$ cat src/rtl/sd_spi_cmd_host.sv
// Host-side SPI-mode (mode 0) SD command engine: sends one 48-bit command frame,
// polls 0xFF filler bytes for the R1 response, then clocks one trailing Nrc byte.
module sd_spi_cmd_host #(
  parameter int CLK_DIV      = 2,
  parameter int RESP_TIMEOUT = 8
) (
  input  logic        clk,
  input  logic        rst_n,
  input  logic        start,
  input  logic [5:0]  cmd_index,
  input  logic [31:0] arg,
  input  logic [6:0]  crc,
  output logic        busy,
  output logic        done,
  output logic [7:0]  resp,
  output logic        timeout,
  output logic        cs_n,
  output logic        sclk,
  output logic        mosi,
  input  logic        miso
);

  localparam int DW = (CLK_DIV > 1) ? $clog2(CLK_DIV) : 1;
  localparam int BW = $clog2(RESP_TIMEOUT + 1);

  typedef enum logic [1:0] {IDLE, CMD, RESP, TAIL} state_e;

  state_e          state_q, state_d;
  logic [DW-1:0]   div_q, div_d;
  logic [5:0]      bit_q, bit_d;
  logic [BW-1:0]   byte_q, byte_d;
  logic [47:0]     tx_q, tx_d;
  logic [7:0]      rx_q, rx_d;
  logic [7:0]      resp_q, resp_d;
  logic            timeout_q, timeout_d;
  logic            miso_q;
  logic            cs_n_q, cs_n_d;
  logic            sclk_q, sclk_d;
  logic            mosi_q, mosi_d;
  logic            busy_q, busy_d;
  logic            done_q, done_d;

  logic tick, fall, smp, accept;

  // sclk_q doubles as the phase register: a divider wrap while high ends a bit.
  assign tick   = (state_q != IDLE) && (div_q == DW'(CLK_DIV - 1));
  assign fall   = tick && sclk_q;
  assign smp    = (state_q == RESP) && sclk_q && (div_q == '0);
  // The done cycle already shows IDLE, so a restart is held off until the cycle after.
  assign accept = (state_q == IDLE) && start && !done_q;

  // NOTE: sequential state uses non-blocking assignments so every flop samples
  // the pre-edge value of its neighbours regardless of statement order.
  always_ff @(posedge clk or negedge rst_n) begin
    if (!rst_n) begin
      state_q   <= IDLE;
      div_q     <= '0;
      bit_q     <= '0;
      byte_q    <= '0;
      tx_q      <= '1;
      rx_q      <= 8'hFF;
      resp_q    <= 8'hFF;
      timeout_q <= 1'b0;
      miso_q    <= 1'b1;
      cs_n_q    <= 1'b1;
      sclk_q    <= 1'b0;
      mosi_q    <= 1'b1;
      busy_q    <= 1'b0;
      done_q    <= 1'b0;
    end else begin
      state_q   <= state_d;
      div_q     <= div_d;
      bit_q     <= bit_d;
      byte_q    <= byte_d;
      tx_q      <= tx_d;
      rx_q      <= rx_d;
      resp_q    <= resp_d;
      timeout_q <= timeout_d;
      miso_q    <= miso;
      cs_n_q    <= cs_n_d;
      sclk_q    <= sclk_d;
      mosi_q    <= mosi_d;
      busy_q    <= busy_d;
      done_q    <= done_d;
    end
  end

  // NOTE: every signal assigned here gets a default first, so no path can
  // leave it unassigned and infer a latch.
  always_comb begin
    state_d   = state_q;
    div_d     = div_q;
    bit_d     = bit_q;
    byte_d    = byte_q;
    tx_d      = tx_q;
    rx_d      = rx_q;
    resp_d    = resp_q;
    timeout_d = timeout_q;

    if (state_q != IDLE) div_d = tick ? '0 : div_q + 1'b1;
    if (smp)             rx_d  = {rx_q[6:0], miso_q};
    if (fall) begin
      tx_d  = {tx_q[46:0], 1'b1};
      bit_d = bit_q + 6'd1;
    end

    unique case (state_q)
      IDLE: begin
        if (accept) begin
          state_d   = CMD;
          div_d     = '0;
          bit_d     = '0;
          byte_d    = '0;
          tx_d      = {2'b01, cmd_index, arg, crc, 1'b1};
          rx_d      = 8'hFF;
          resp_d    = 8'hFF;
          timeout_d = 1'b0;
        end
      end
      CMD: begin
        if (fall && bit_q == 6'd47) begin
          state_d = RESP;
          bit_d   = '0;
          byte_d  = BW'(1);
        end
      end
      RESP: begin
        // rx_d already holds the last sampled bit when CLK_DIV is 1.
        if (fall && bit_q == 6'd7) begin
          bit_d = '0;
          if (!rx_d[7]) begin
            resp_d  = rx_d;
            state_d = TAIL;
          end else if (byte_q == BW'(RESP_TIMEOUT)) begin
            timeout_d = 1'b1;
            state_d   = TAIL;
          end else begin
            byte_d = byte_q + 1'b1;
          end
        end
      end
      TAIL: begin
        if (fall && bit_q == 6'd7) begin
          state_d = IDLE;
          bit_d   = '0;
          byte_d  = '0;
        end
      end
      default: state_d = IDLE;
    endcase
  end

  always_comb begin
    cs_n_d = (state_d == IDLE);
    busy_d = (state_d != IDLE);
    done_d = (state_q == TAIL) && (state_d == IDLE);
    sclk_d = 1'b0;
    if (state_d != IDLE) sclk_d = tick ? ~sclk_q : sclk_q;
    mosi_d = (state_d == IDLE) ? 1'b1 : tx_d[47];
  end

  assign busy    = busy_q;
  assign done    = done_q;
  assign resp    = resp_q;
  assign timeout = timeout_q;
  assign cs_n    = cs_n_q;
  assign sclk    = sclk_q;
  assign mosi    = mosi_q;

endmodule

$ cat config.mk
export PLATFORM = sky130hd
export DESIGN_NAME = sd_spi_cmd_host
export DESIGN_NICKNAME = d
export VERILOG_FILES = /design/src/rtl/sd_spi_cmd_host.sv
export SDC_FILE = /design/constraint.sdc
export NUM_CORES = 1
export LEC_CHECK = 0
export CORE_MARGIN = 10
export CORE_UTILIZATION = 50
export CTS_BUF_LIST = sky130_fd_sc_hd__clkbuf_4
export CTS_CLUSTER_DIAMETER = 30
export DETAILED_ROUTE_END_ITERATION = 10
export PLACE_DENSITY = 0.78
export RECOVER_POWER = 50
export SYNTH_ARGS = -nofsm -noshare
export SYNTH_HDL_FRONTEND = slang
export SYNTH_SLANG_ARGS = --single-unit
$ cat constraint.sdc
create_clock -name clk -period 2.75 [get_ports clk]
set_input_delay 0.275 -clock clk [delete_from_list [all_inputs] [get_ports clk]]
set_output_delay 0.275 -clock clk [all_outputs]
set_load 0.01 [all_outputs]
==> flow_summary.ini, run 1 <==
[outcome]
status = finished, violations left
violations = capacitance limit, slew limit

[final_layout]
multi_input_area_um2 = 1760
insertedDiodeCount = 0
nNetsFinal = 497
fillCellCount = 659
syn_to_final_growth_pct = 20.4
drive_gt1_share_pct = 25.2
seq_area_um2 = 2190

[logic_synthesis]
synth-main-ff-cell = dfstp_2
yosysUniqueCellTypes = 50
seq_area_frac_synth_pct = 53.5
async_reset_ff_share_pct = 100
synth_area_um2 = 4090
syn-instance-count = 381
synth_top_area_share_pct = 43.1
synth.area.top_cells = dfstp_2 43%, mux2i_1 13%, dfrtp_1 10%
ys_ff_latch = 84
synth_edf_count = 0
netlist.top_cell.by_area = dfstp_2
syn_area_per_cell_um2 = 10.7
syn_nets = 439
yosysWarnings = 0

[floorplanning]
fp.dieW_um = 110
num_rows = 32
chipHeight_um = 110
die-area_um2 = 12200
ioPinCount = 63
start_util_pct = 52.1
core_um2 = 7850

[worst_hold_path]
hold_start = arg[18]
holdPathStages = 3
worstHoldEndpoint = tx_q[26]
hp-class = in -> reg

[global_routing]
grt_overflow = 0
grt_pass1_wl_mm = 12.8
grt.total_usage_pct = 12.9
grt_pass1_vias = 2821
antenna_found_initial = 0
grt_max_degree = 85

[worst_setup_path]
reg2reg_depth = 8
crit_required_ps = 3100
regToRegSetupSlack_ps = 270
r2r_start = state_q[0]
rr_endpoint = byte_q[3]
cp_max_fo = 13
crit_type = reg -> reg
crit_path_start = state_q[0]
crit_arrival_ps = 2830
end_kind = flip-flop
start_kind = flip-flop

[detailed_routing]
drcViolationCount = 0
viasPerCell = 5.19
finalWirelength_mm = 7.79
vias = 2836
antenna_left = 0
post_drt_wl_per_cell_um = 14.3
firstDrtPassIters = 4
drt_iter0_markers = 119

[job]
maxCapViolCount = 1

[sta]
rsz0062_at_grt = false
fin_crit_sh_pct = 90.3
fin_worst_skew_ps = 14.8
tightest_slew_ps = 1950
drv_slew = 85
hold_viol = 0
slew-limit-headroom_pct = -29.9
hold-worst-slack_ps = 359
period_minus_slack_ps = 2480
setup_viol = 0
clock.fmax_mhz = 403
finalSetupTns_ps = 0

[cts]
cts_tree = yes
cts_buffers = 9
clk_pin_slew_ps = 140
postCtsSetupRepairBufs = 0
clockRootBuffer = clkbuf_4
cts_hold_buffers = 0
htreeDepth = 3
clock_latency_ps = 410
numClockSinks = 84
clock_path_buffers = 2
post_cts_resized = 0

[pwr]
p_leak_uw = 0.00220
power.density_nw_per_um2 = 950
peakVddDrop_uv = 455
finalPower_uw = 4670

[placement]
portBuffers = 62
gp_congestion = 0.855
place_hpwl_mm = 5.53
[cell type report]
cell class | instances | share of cell area (%)
Tap cell | 102 | 2.59
Clock inverter | 7 | 1.02
Timing Repair Buffer | 69 | 14.1
Clock buffer | 9 | 1.37
Sequential cell | 84 | 44.4
Multi-Input combinational cell | 265 | 35.7
Inverter | 10 | 0.763
[worst max path at each step]
stage,slack (ps),cells past startpoint,endpoint
after CTS,270,7,resp[5]
after detailed placement,260,7,resp[3]
after floorplan,130,11,done
after global routing,110,7,resp[3]
after global placement,380,8,byte_q[3]
final,270,8,byte_q[3]
[critical path, stage by stage, from the launching register on]
cell,delay (ps)
dfrtp_1,450
inv_1,110
ha_1,360
buf_4,240
and4bb_2,230
a311oi_2,250
o2111ai_2,260
or4_1,440
nand3_1,90
[stage by stage]
step / util (%) / setup slack [ps] / area, µm² / instances
3_3_place_gp: 61.2 / 378 / 4800 / 530
3_5_place_dp: 61.2 / 265 / 4800 / 530
2_1_floorplan: - / 127 / 4090 / 381
6_report: 62.7 / 266 / 4920 / 546
4_1_cts: 62.7 / 269 / 4920 / 546
5_1_grt: 62.7 / 107 / 4920 / 546
[routing by layer]
layer	wire, µm	track usage, %	vias up
met5	0	0	-
met4	114	5.05	0
met1	3700	16.5	1334
met3	427	3.83	10
met2	3550	20.0	63
li1	-	-	1429
[state kept, by name, indices dropped and copies added (netlist names), 2 cells and up]
| signal | count |
|---|---|
| tx_q | 48 |
| resp | 8 |
| rx_q | 8 |
| bit_q | 6 |
| byte_q | 4 |
| state_q | 2 |
[cell usage in the layout (no fill, tap or decap), types with 2 or more instances in the layout]
cell type and instances:
mux2i_1 53, nand2_1 75, or4_1 2, buf_12 2, inv_1 9, nor2b_1 2
clkdlybuf4s50_1 56, clkbuf_4 9, nand4_1 2, o21ai_0 51, dfrtp_1 17, clkinv_1 2
inv_6 2, nand3_1 10, mux2_2 7, dlygate4sd3_1 5, nand3b_1 2, xor2_1 4
clkinvlp_4 2, ha_1 9, xnor2_1 2, buf_4 5, a21oi_1 7, nor2_1 11
nand2b_1 2, dfstp_2 67
[synth_stat cells, types with 2 or more instances]
library cell and count:
nand2_1 76, dfstp_2 67, mux2i_1 53, o21ai_0 51, dfrtp_1 17, nor2_1 12, clkbuf_1 10, nand3_1 10
ha_1 9, inv_1 9, a21oi_1 7, mux2_2 7, buf_1 6, xor2_1 4, buf_6 2, nand2b_1 2
nand3b_1 2, nand4_1 2, nor2b_1 2, or4_1 2, xnor2_1 2
[power breakdown]
part / internal [µW] / switching [µW]
clock: 189 / 434
combinational: 838 / 994
sequential: 1950 / 269
[kinds of logic after synthesis]
group,count (synthesis),synth area share (%)
and+or+nand+nor,119,13.4
buffers and inverters,32,3.74
AOI/OAI and AO/OA,71,10.4
muxes,60,14.9
xor gates and xnor gates,6,1.29
DFF,84,53.5
adders and majority gates,9,2.76
Note: power is estimated with default switching activity, not from simulation.
==> run 2, diff against run 1 <==
- CAP_MARGIN: unset -> 10
==> results of run 2 <==
Same layout as run 1: the final DEF is identical, and so are final timing and power.
==> RTL change, RTL diff (config.mk and constraints of run 1) <==
Re-encode `state_e` (4 states) as one-hot, 4 bits wide.
--- a/src/rtl/sd_spi_cmd_host.sv
+++ b/src/rtl/sd_spi_cmd_host.sv
@@ -24,5 +24,5 @@
   localparam int BW = $clog2(RESP_TIMEOUT + 1);
 
-  typedef enum logic [1:0] {IDLE, CMD, RESP, TAIL} state_e;
+  typedef enum logic [3:0] {IDLE = 4'b0001, CMD = 4'b0010, RESP = 4'b0100, TAIL = 4'b1000} state_e;
 
   state_e          state_q, state_d;
Function: no difference found for any inputs over 10 cycles, from zero or initial values and one cycle with rst_n low; not proved beyond that.
==> RTL change against run 1 <==
  * Synthesized area fell by 0.77%
  * Sequential cell count rose by 2
  * Clock skew rose by 4.2 ps
  * Worst setup slack got worse by 7.3 ps
  * First-iteration DRC count rose by 76%
  * Design area fell by 0.66%
  * Routed wire length rose by 13%
  * Hold slack improved by 3.9 ps
  * Critical path type unchanged
Power is not compared: it rests on default switching activity, and its combinational part moved more than twofold at a synthesized area within 25%.
==> RTL change: results (changes against run 1) <==
[global_routing]
grt_pass1_wl_um=15100  ; +19%
antenna_found_initial=1  ; +1
grt_use_total_pct=15.4  ; +2.5 points
grt_max_degree=92  ; +8.2%
grt_pass1_vias=3246  ; +15%

[drt]
met3_length_um=555  ; +30%
wl_met1_um=3890  ; +5.0%
post_drt_via_cell_ratio=5.51  ; +6.0%
dr.pass1.iters=5  ; +1
wl_per_cell_um=15.0  ; +5.5%
wl_met2_um=4230  ; +19%

[worst_setup_path]
arrival_ps=2850  ; +20 ps
crit_path_max_fanout=8  ; -5

[yosys]
ys_types=49  ; -2.0%
seq_area_frac_synth_pct=55.2  ; +1.7 points
synth.area.top_cells=dfstp_2 44%, dfrtp_1 11%, nand2_1 10%
ys_top_cells_by_count=111 x nand2_1, 68 x dfstp_2, 62 x nor2_1
syn_nets=482  ; +9.8%

[final_layout]
regMostFlops=tx_q
drive_above_1_share_pct=20.9  ; -4.4 points
fillers=664  ; +0.76%

[placed_design]
gp_congestion=0.894  ; +4.5%
place_area_um2=4720  ; -1.7%
hpwl_um=6040  ; +9.3%

[outcome]
outcome=finished clean

[clocking]
clock_latency_ps=430  ; +20 ps
path_clk_slew_ps=150

[sta]
worst_pin_slew_ps=1370  ; -583 ps

-- RTL change: cell count changes after synthesis, moves of 5 or more --
cell | run 1 | this run
ha_1 | 9 | 4
inv_1 | 9 | 3
a31oi_1 | 1 | 54
mux2i_1 | 53 | 9
buf_1 | 6 | 0
nand2_1 | 76 | 111
o21ai_0 | 51 | 6
nor2_1 | 12 | 62
nand3_1 | 10 | 3
mux2_2 | 7 | 1
buf_2 | 1 | 12
clkbuf_1 | 10 | 17
-- RTL change: what timing repair did --
action,4_1_cts,5_1_grt
hold buffers,1,0
setup endpoints to repair,0,7
buffers inserted,0,1
endpoints found under the hold margin,18,0
-- RTL change: cells by family (layout without fill, tap and decap cells) --
group / count (synthesis) / after routing / synth area share (%)
compound gates: 82 / 82 / 13.7
simple gates: 205 / 205 / 21.8
buf+inv: 36 / 91 / 4.26
fa+ha+maj: 4 / 4 / 1.23
xor+xnor: 6 / 6 / 1.30
other cells: 0 / 1 / 0
mux: 10 / 10 / 2.50
flops: 86 / 86 / 55.2
-- RTL change: metrics by stage --
step	utilization, %	hold WS [ps]	power (uW)	setup WS, ps	std cells
floorplan	-	-20.6	1400	288	429
global placement	60.5	367	1500	319	568
detailed placement	60.5	371	1510	171	568
CTS	62.4	196	2230	117	585
global route	62.6	331	2300	78.2	587
finish	62.6	362	2210	259	587
-- RTL change: per-layer routing --
layer | vias up | track usage, %
li1 | 1580 | -
met1 | 1547 | 20.7
met2 | 90 | 22.7
met3 | 16 | 3.54
met4 | 0 | 7.99
met5 | - | 0
-- RTL change: worst max-delay path, stage by stage (launching register included) --
cell and delay (ps):
dfrtp_1 510, or4b_1 250, ha_1 270, nand4_1 130, or4_1 580, or4b_1 520, a21boi_0 180
-- RTL change: final timing paths --
path	from	endpoint	slack [ps]	depth (start not counted)
setup / recovery	state_q[1]$_DFF_PN0_	state_q[3]$_DFF_PN0_	260	6
max in group asynchronous	rst_n	tx_q[36]$_DFF_PN1_	770	3
hold / removal	arg[13]	tx_q[21]$_DFF_PN1_	360	3
setup reg to reg	state_q[1]$_DFF_PN0_	state_q[3]$_DFF_PN0_	260	6
min in group asynchronous	rst_n	byte_q[2]$_DFFE_PN0P_	680	2
hold reg to reg	tx_q[6]$_DFF_PN1_	tx_q[7]$_DFF_PN1_	490	2
-- RTL change: power groups by stage --
stage	Clock (uW)	Sequential (uW)	Combinational [uW]
floorplan	0	1360	39.2
global placement	0	1370	136
detailed placement	0	1370	139
CTS	741	1350	141
global route	798	1350	153
finish	721	1350	136
-- RTL change: layout make-up --
type | instances | share of cell area [%]
well taps | 102 | 2.61
inverters | 4 | 0.307
clock buffers | 9 | 1.38
multi-input cells | 307 | 33.7
repair buffers | 71 | 14.6
flip-flops and latches | 86 | 45.8
clock inverters | 7 | 1.49
diodes | 1 | 0.0512
